--- src/rtl/fp_pkg.sv ---
// fp_pkg: constants and enums shared by the floating-point unit blocks.
//   FP_BIAS, FP_EXP_MAX : binary32 exponent bias and all-ones exponent
//   FP_QNAN, FP_INF     : canonical quiet NaN and +infinity encodings
//   fp_class_e          : operand class latched when an operation is accepted
//   fp_state_e          : sequencer state of the squaring unit
package fp_pkg;

  localparam int          FP_BIAS    = 127;
  localparam int          FP_EXP_MAX = 255;
  localparam logic [31:0] FP_QNAN    = 32'h7FC00000;
  localparam logic [31:0] FP_INF     = 32'h7F800000;

  typedef enum logic [1:0] {
    CLS_ZERO,
    CLS_INF,
    CLS_NAN,
    CLS_NORMAL
  } fp_class_e;

  typedef enum logic [1:0] {
    IDLE,
    MUL,
    NORM
  } fp_state_e;

endpackage

--- src/rtl/fp_square_seq_if.sv ---
// fp_square_seq_if: start/busy/done handshake and data of the squaring unit.
//   start  : request pulse, sampled only when the unit is not busy
//   X      : binary32 operand, captured on the accepting edge
//   busy   : operation in flight
//   done   : one-cycle pulse, result valid
//   result : registered binary32 square, held until the next done or reset
interface fp_square_seq_if;
  logic        start;
  logic [31:0] X;
  logic        busy;
  logic        done;
  logic [31:0] result;

  modport master (output start, output X, input busy, input done, input result);
  modport slave  (input start, input X, output busy, output done, output result);
endinterface

--- src/rtl/mant_mul24_seq.sv ---
// mant_mul24_seq: 24x24 radix-2 shift-add multiplier, one partial product per
// step, LSB of the multiplier first.
//   clk, rst : clock, synchronous active-high reset
//   load_i   : clear product and counter, capture operands
//   step_i   : add one partial product and advance the counter
//   a_i, b_i : multiplicand and multiplier
//   prod_o   : 48-bit accumulated product
//   last_o   : the next step is the 24th (final) iteration
module mant_mul24_seq (
  input  logic        clk,
  input  logic        rst,
  input  logic        load_i,
  input  logic        step_i,
  input  logic [23:0] a_i,
  input  logic [23:0] b_i,
  output logic [47:0] prod_o,
  output logic        last_o
);

  logic [23:0] mcand_q;
  logic [23:0] mplier_q;
  logic [4:0]  cnt_q;
  logic [47:0] prod_q;
  logic [47:0] pp;

  // Partial product for the current iteration: multiplicand weighted by 2^cnt.
  assign pp     = mplier_q[cnt_q] ? ({24'd0, mcand_q} << cnt_q) : 48'd0;
  assign last_o = (cnt_q == 5'd23);
  assign prod_o = prod_q;

  always_ff @(posedge clk) begin
    if (rst) begin
      mcand_q  <= '0;
      mplier_q <= '0;
      cnt_q    <= '0;
      prod_q   <= '0;
    end else if (load_i) begin
      mcand_q  <= a_i;
      mplier_q <= b_i;
      cnt_q    <= '0;
      prod_q   <= '0;
    end else if (step_i) begin
      prod_q <= prod_q + pp;
      cnt_q  <= last_o ? 5'd0 : cnt_q + 5'd1;
    end
  end

endmodule

--- src/rtl/fp_square_seq.sv ---
// fp_square_seq: sequential binary32 squaring unit, fixed 26-cycle latency.
//   clk, rst : clock, synchronous active-high reset
//   bus      : start/X in, busy/done/result out (fp_square_seq_if.slave)
// Sequencing: IDLE -> MUL (24 shift-add steps) -> NORM (normalize, round,
// apply special cases) -> IDLE with done pulsed.
module fp_square_seq
  import fp_pkg::*;
(
  input  logic             clk,
  input  logic             rst,
  fp_square_seq_if.slave   bus
);

  fp_state_e   state_q, state_d;
  fp_class_e   cls_q, cls_d;
  logic [7:0]  exp_q;
  logic        done_q, done_d;
  logic [31:0] result_q, result_d;
  logic        load, step, last;
  logic [47:0] prod;
  logic [23:0] mant;
  logic        sign_unused;

  // The sign is dropped: a square is never negative.
  assign sign_unused = bus.X[31];
  assign mant        = {1'b1, bus.X[22:0]};

  // Round-to-nearest-even of the 48-bit significand product with exponent
  // rebias, overflow to +inf and underflow flush to zero.
  function automatic logic [31:0] norm_round(input logic [47:0] p,
                                             input logic [7:0]  e);
    logic [23:0]       sig;
    logic              guard, sticky, rnd;
    logic [24:0]       sum;
    logic signed [9:0] ex;
    ex = $signed({1'b0, e, 1'b0}) - $signed(10'(FP_BIAS));
    if (p[47]) begin
      sig    = p[47:24];
      guard  = p[23];
      sticky = |p[22:0];
      ex     = ex + 10'sd1;
    end else begin
      sig    = p[46:23];
      guard  = p[22];
      sticky = |p[21:0];
    end
    rnd = guard & (sticky | sig[0]);
    sum = {1'b0, sig} + {24'd0, rnd};
    if (sum[24]) begin
      sig = sum[24:1];
      ex  = ex + 10'sd1;
    end else begin
      sig = sum[23:0];
    end
    if (ex >= $signed(10'(FP_EXP_MAX)))
      return FP_INF;
    else if (ex <= 10'sd0)
      return 32'h0000_0000;
    else
      return {1'b0, ex[7:0], sig[22:0]};
  endfunction

  mant_mul24_seq u_mul (
    .clk    (clk),
    .rst    (rst),
    .load_i (load),
    .step_i (step),
    .a_i    (mant),
    .b_i    (mant),
    .prod_o (prod),
    .last_o (last)
  );

  always_comb begin
    cls_d = CLS_NORMAL;
    if (bus.X[30:23] == 8'd0)
      cls_d = CLS_ZERO;
    else if (bus.X[30:23] == 8'(FP_EXP_MAX))
      cls_d = (bus.X[22:0] == 23'd0) ? CLS_INF : CLS_NAN;
  end

  always_comb begin
    unique case (cls_q)
      CLS_ZERO: result_d = 32'h0000_0000;
      CLS_INF:  result_d = FP_INF;
      CLS_NAN:  result_d = FP_QNAN;
      default:  result_d = norm_round(prod, exp_q);
    endcase
  end

  always_comb begin
    state_d = state_q;
    load    = 1'b0;
    step    = 1'b0;
    done_d  = 1'b0;
    unique case (state_q)
      IDLE: begin
        if (bus.start) begin
          load    = 1'b1;
          state_d = MUL;
        end
      end
      MUL: begin
        step = 1'b1;
        if (last) state_d = NORM;
      end
      NORM: begin
        done_d  = 1'b1;
        state_d = IDLE;
      end
      default: state_d = IDLE;
    endcase
  end

  always_ff @(posedge clk) begin
    if (rst) begin
      state_q  <= IDLE;
      done_q   <= 1'b0;
      result_q <= '0;
      exp_q    <= '0;
      cls_q    <= CLS_ZERO;
    end else begin
      state_q <= state_d;
      done_q  <= done_d;
      if (load) begin
        exp_q <= bus.X[30:23];
        cls_q <= cls_d;
      end
      if (state_q == NORM) result_q <= result_d;
    end
  end

  assign bus.busy   = (state_q != IDLE);
  assign bus.done   = done_q;
  assign bus.result = result_q;

endmodule

--- src/flat_wrapper.sv ---
// flat-port wrapper written by rule: the top's interface ports become plain ports
module fp_square_seq_flat import fp_pkg::*;
  (clk, rst, bus_start, bus_X, bus_busy, bus_done, bus_result);
  fp_square_seq_if bus_i ();
  input  logic clk;
  input  logic rst;
  input wire logic [$bits(bus_i.start)-1:0] bus_start;
  input wire logic [$bits(bus_i.X)-1:0] bus_X;
  output wire logic [$bits(bus_i.busy)-1:0] bus_busy;
  output wire logic [$bits(bus_i.done)-1:0] bus_done;
  output wire logic [$bits(bus_i.result)-1:0] bus_result;
  assign bus_i.start = bus_start;
  assign bus_i.X = bus_X;
  assign bus_busy = bus_i.busy;
  assign bus_done = bus_i.done;
  assign bus_result = bus_i.result;
  fp_square_seq u_core (.clk(clk), .rst(rst), .bus(bus_i));
endmodule
--- config.mk ---
export PLATFORM = sky130hd
export DESIGN_NAME = fp_square_seq_flat
export DESIGN_NICKNAME = d
export VERILOG_FILES = /design/src/rtl/fp_pkg.sv /design/src/rtl/fp_square_seq_if.sv /design/src/rtl/mant_mul24_seq.sv /design/src/rtl/fp_square_seq.sv /design/src/flat_wrapper.sv
export SDC_FILE = /design/constraint.sdc
export NUM_CORES = 1
export LEC_CHECK = 0
export BUFFER_PORTS_ARGS = -buffer_cell sky130_fd_sc_hd__buf_2
export CORE_ASPECT_RATIO = 0.6
export CORE_MARGIN = 5
export CORE_UTILIZATION = 25
export CTS_CLUSTER_DIAMETER = 120
export CTS_CLUSTER_SIZE = 20
export DETAILED_ROUTE_END_ITERATION = 6
export GPL_ROUTABILITY_DRIVEN = 1
export PLACE_DENSITY = 0.48
export SYNTH_ARGS = -nofsm -noshare
export SYNTH_HDL_FRONTEND = slang
export SYNTH_SLANG_ARGS = --single-unit
--- constraint.sdc ---
create_clock -name clk -period 11.97 [get_ports clk]
set_input_delay 1.197 -clock clk [delete_from_list [all_inputs] [get_ports clk]]
set_output_delay 1.197 -clock clk [all_outputs]
set_load 0.1 [all_outputs]
==> flow_summary_export.csv <==
group,metric,value,unit
global_route,grtUsageTotal,0.153,
setup_path,cp.required,12.33,ns
finish,seq_area,2420,um2
finish,fin_nets,1491,
synth,synth-async-reset-ratio,0,
placement,placed_cells,1912,
setup_path,r2r_start,"u_core.u_mul.cnt_q[0]$_SDFFE_PP0N_",
drt,wl_met1,20.1,mm
finish,post_route_cells_drive_above_1_share,0.118,
finish,layout.cells.non_filler,1942,
cts,root_buffer,"clkbuf_16",
drt,drt_iter0_drc,986,
synth,yosys_warnings,0,
finish,diodes,0,
setup_path,arrival,6.86,ns
cts,clk_pin_slew,0.06,ns
finish,fin_util,0.286,
setup_path,r2r_end,"u_core.u_mul.prod_o[40]$_SDFFE_PP0N_",
sta,fmax,0.154,GHz
sta,period_minus_slack,6.50,ns
finish,fill_cells,4356,
sta,worst-slew-pin-transition,0.982,ns
hold_path,worstHoldStart,"u_core.exp_q[7]$_SDFFE_PP0P_",
hold_path,min_delay_path_depth,2,
floorplan,die_area,44600,um2
synth,synth.distinct_cells,81,
placement,dpl.hpwl,26.2,mm
floorplan,rows,57,
setup_path,regToRegSetupSlack,5.47,ns
floorplan,ios,69,
sta,finClkSkew,0.0134,ns
sta,relSlewSlack,0.345,
synth,synth_ff_type,"dfxtp_1",
cts,ctsLongestPathBuffers,2,
cts,cts_resized,0,
drt,ant_nets,0,
cts,cts.sink_count,121,
drt,routedWlPerCell,17.9,um
sta,rsz0062_at_grt,"no",
synth,netlist_area,10100,um2
setup_path,rr_worst_depth,16,
synth,syn_nets,1482,
sta,setup_tns,0,ns
cts,holdBufCountCts,0,
global_route,antenna_found_initial,0,
synth,synth_top_area_cell,"dfxtp_1",
sta,setup_violations,0,
power,p_per_area,98.8,nW/um2
drt,dr.max_layer_used,"met4",
cts,cts_made_buffers,17,
hold_path,hp-class,"reg -> reg",
floorplan,start_util,0.251,
placement,port_buffers,66,
drt,drt-pass1-iter-count,6,
setup_path,crit_fanout,49,
setup_path,cp-end-kind,"flip-flop",
global_route,grt_max_degree,64,
synth,synth_top_area_share,0.240,
drt,vias,10200,
sta,slew_violations,0,
drt,dr_wl_met2,11.9,mm
job,max_cap_violations,0,
cts,cts_tree,"done",
synth,synth_enable_flop_cells,0,
sta,hold_viol,0,
drt,wirelength,34.8,mm
cts,post_cts_buffers,0,
synth,ys_ff_latch,121,
power,vdd_drop_max,53.9,uV
cts,cts.htree.levels,4,
synth,yosys-top-cells-area,"dfxtp_1, nand2_1, a21oi_1",
drt,viasPerCell,5.27,
status,status,"finished clean",
synth,seq_area_frac_synth,0.240,
hold_path,hold_end,"u_core.exp_q[7]$_SDFFE_PP0P_",
floorplan,die_x,269,um
setup_path,crit_type,"reg -> reg",
global_route,grt-ovfl-total,0,
global_route,grt_pass1_vias,9281,
global_route,grt_pass1_wl,54.3,mm
setup_path,start_kind,"flip-flop",
sta,fin_crit_sh,0.543,
power,leakage,4.29,nW
finish,multi_input_area,7210,um2
floorplan,die-height,166,um
synth,avgSynthCellArea,7.25,um2
finish,area_delta_synth_final,13.8,%
setup_path,critPathLaunch,"u_core.u_mul.cnt_q[0]$_SDFFE_PP0N_",
drt,drcViolationCount,0,
placement,place.gp.congestion,0.898,
floorplan,coreArea,40200,um2
drt,dr_wl_met3,2.45,mm
cts,clk_latency,0.44,ns
synth,synthCells,1391,
==> cell usage in the layout, fill, tap and decap left out, types with 5 or more instances in the layout <==
master	count
a211o_1	7
a211oi_1	20
a21boi_0	5
a21o_1	16
a21oi_1	162
a22o_1	18
a31oi_1	13
a32o_1	6
and2_1	6
and3_1	9
buf_2	66
buf_4	13
clkbuf_16	17
clkbuf_8	6
dfxtp_1	119
ha_1	55
inv_1	28
mux2_2	26
mux2i_1	44
mux4_2	7
nand2_1	247
nand2b_1	17
nand3_1	33
nand4_1	25
nor2_1	132
nor2b_1	17
nor3_1	24
nor4_1	14
o21a_1	5
o21ai_0	65
o21bai_1	7
o22a_1	10
o22ai_1	15
o31ai_1	6
or3_1	6
xnor2_1	46
xor2_1	21
==> layout make-up <==
type,instances,share of cell area
multi-input combinational,1152,0.628
sequential,121,0.211
tap,531,0.0579
clock buffer,23,0.0442
timing repair buffer,79,0.0373
clock inverter,7,0.0120
inverter,29,0.00948
==> stage by stage <==
step           hold slack (ns)  instance area (um2)  total power, mW  worst slack, ns
2_1_floorplan            0.436                10100            0.516             7.13
4_1_cts                  0.473                11500             1.14             5.64
3_3_place_gp             0.454                10800            0.558             5.62
5_1_grt                  0.485                11500             1.18             5.07
6_report                 0.469                11500             1.13             5.47
3_5_place_dp             0.455                10800            0.558             5.70
==> report_power, final <==
part	leakage [nW]	switching, mW	internal, mW	total (mW)
sequential	0.982	0.0158	0.412	0.428
clock	0.317	0.204	0.379	0.583
combinational	2.99	0.0818	0.0423	0.124
==> metal layers <==
layer	vias up	GRT usage
met5	-	0
met1	4847	0.259
met3	20	0.0364
met4	0	0.0271
li1	5036	-
met2	336	0.185
==> logic make-up after synthesis <==
kind of cell | synth area share
muxes | 0.0883
xor gates and xnor gates | 0.0582
DFF | 0.240
and+or+nand+nor | 0.255
buffers and inverters | 0.0464
adders and majority gates | 0.0702
AOI/OAI and AO/OA | 0.242
other | 0.000372
==> worst max-delay path, stage by stage, from the launching register on <==
cell and delay, ns:
dfxtp_2 0.98, mux4_2 0.61, mux4_2 0.54, nand2b_1 0.35, nand2b_1 0.24, nor2_1 0.08, ha_1 0.35, nand2b_1 0.11
a21oi_1 0.27, o21ai_0 0.25, o31ai_1 0.75, a311oi_1 0.35, o31ai_1 0.68, nand2_1 0.19, a32oi_1 0.33, xnor2_1 0.11
a211oi_1 0.22
==> cells in the mapped netlist, types with 9 or more instances <==
cell	n
nand2_1	247
a21oi_1	162
nor2_1	133
dfxtp_1	121
clkbuf_1	68
o21ai_0	65
ha_1	55
xnor2_1	46
mux2i_1	44
nand3_1	33
inv_1	28
mux2_2	26
nand4_1	25
nor3_1	24
xor2_1	21
a211oi_1	20
nand2b_1	19
a22o_1	18
nor2b_1	18
a21o_1	16
o22ai_1	15
nor4_1	14
a31oi_1	13
buf_1	13
o22a_1	10
and3_1	9
==> registers in the layout, indices dropped and copies added (netlist names) <==
register / flops
u_core.state_q: 2
u_core.u_mul.mplier_q: 24
u_core.cls_q: 2
u_core.exp_q: 8
u_core.u_mul.prod_o: 48
u_core.u_mul.cnt_q: 5
u_core.bus.done: 1
u_core.bus.result: 31
==> worst max-delay path by stage <==
stage / endpoint / cells after the start
after detailed placement: u_core.u_mul.prod_o[47]$_SDFFE_PP0N_ / 16
final: u_core.u_mul.prod_o[40]$_SDFFE_PP0N_ / 16
after floorplan: u_core.u_mul.prod_o[36]$_SDFFE_PP0N_ / 18
after global routing: u_core.u_mul.prod_o[40]$_SDFFE_PP0N_ / 18
after global placement: u_core.u_mul.prod_o[47]$_SDFFE_PP0N_ / 16
after CTS: u_core.u_mul.prod_o[47]$_SDFFE_PP0N_ / 16
Note: power is estimated with default switching activity, not from simulation.
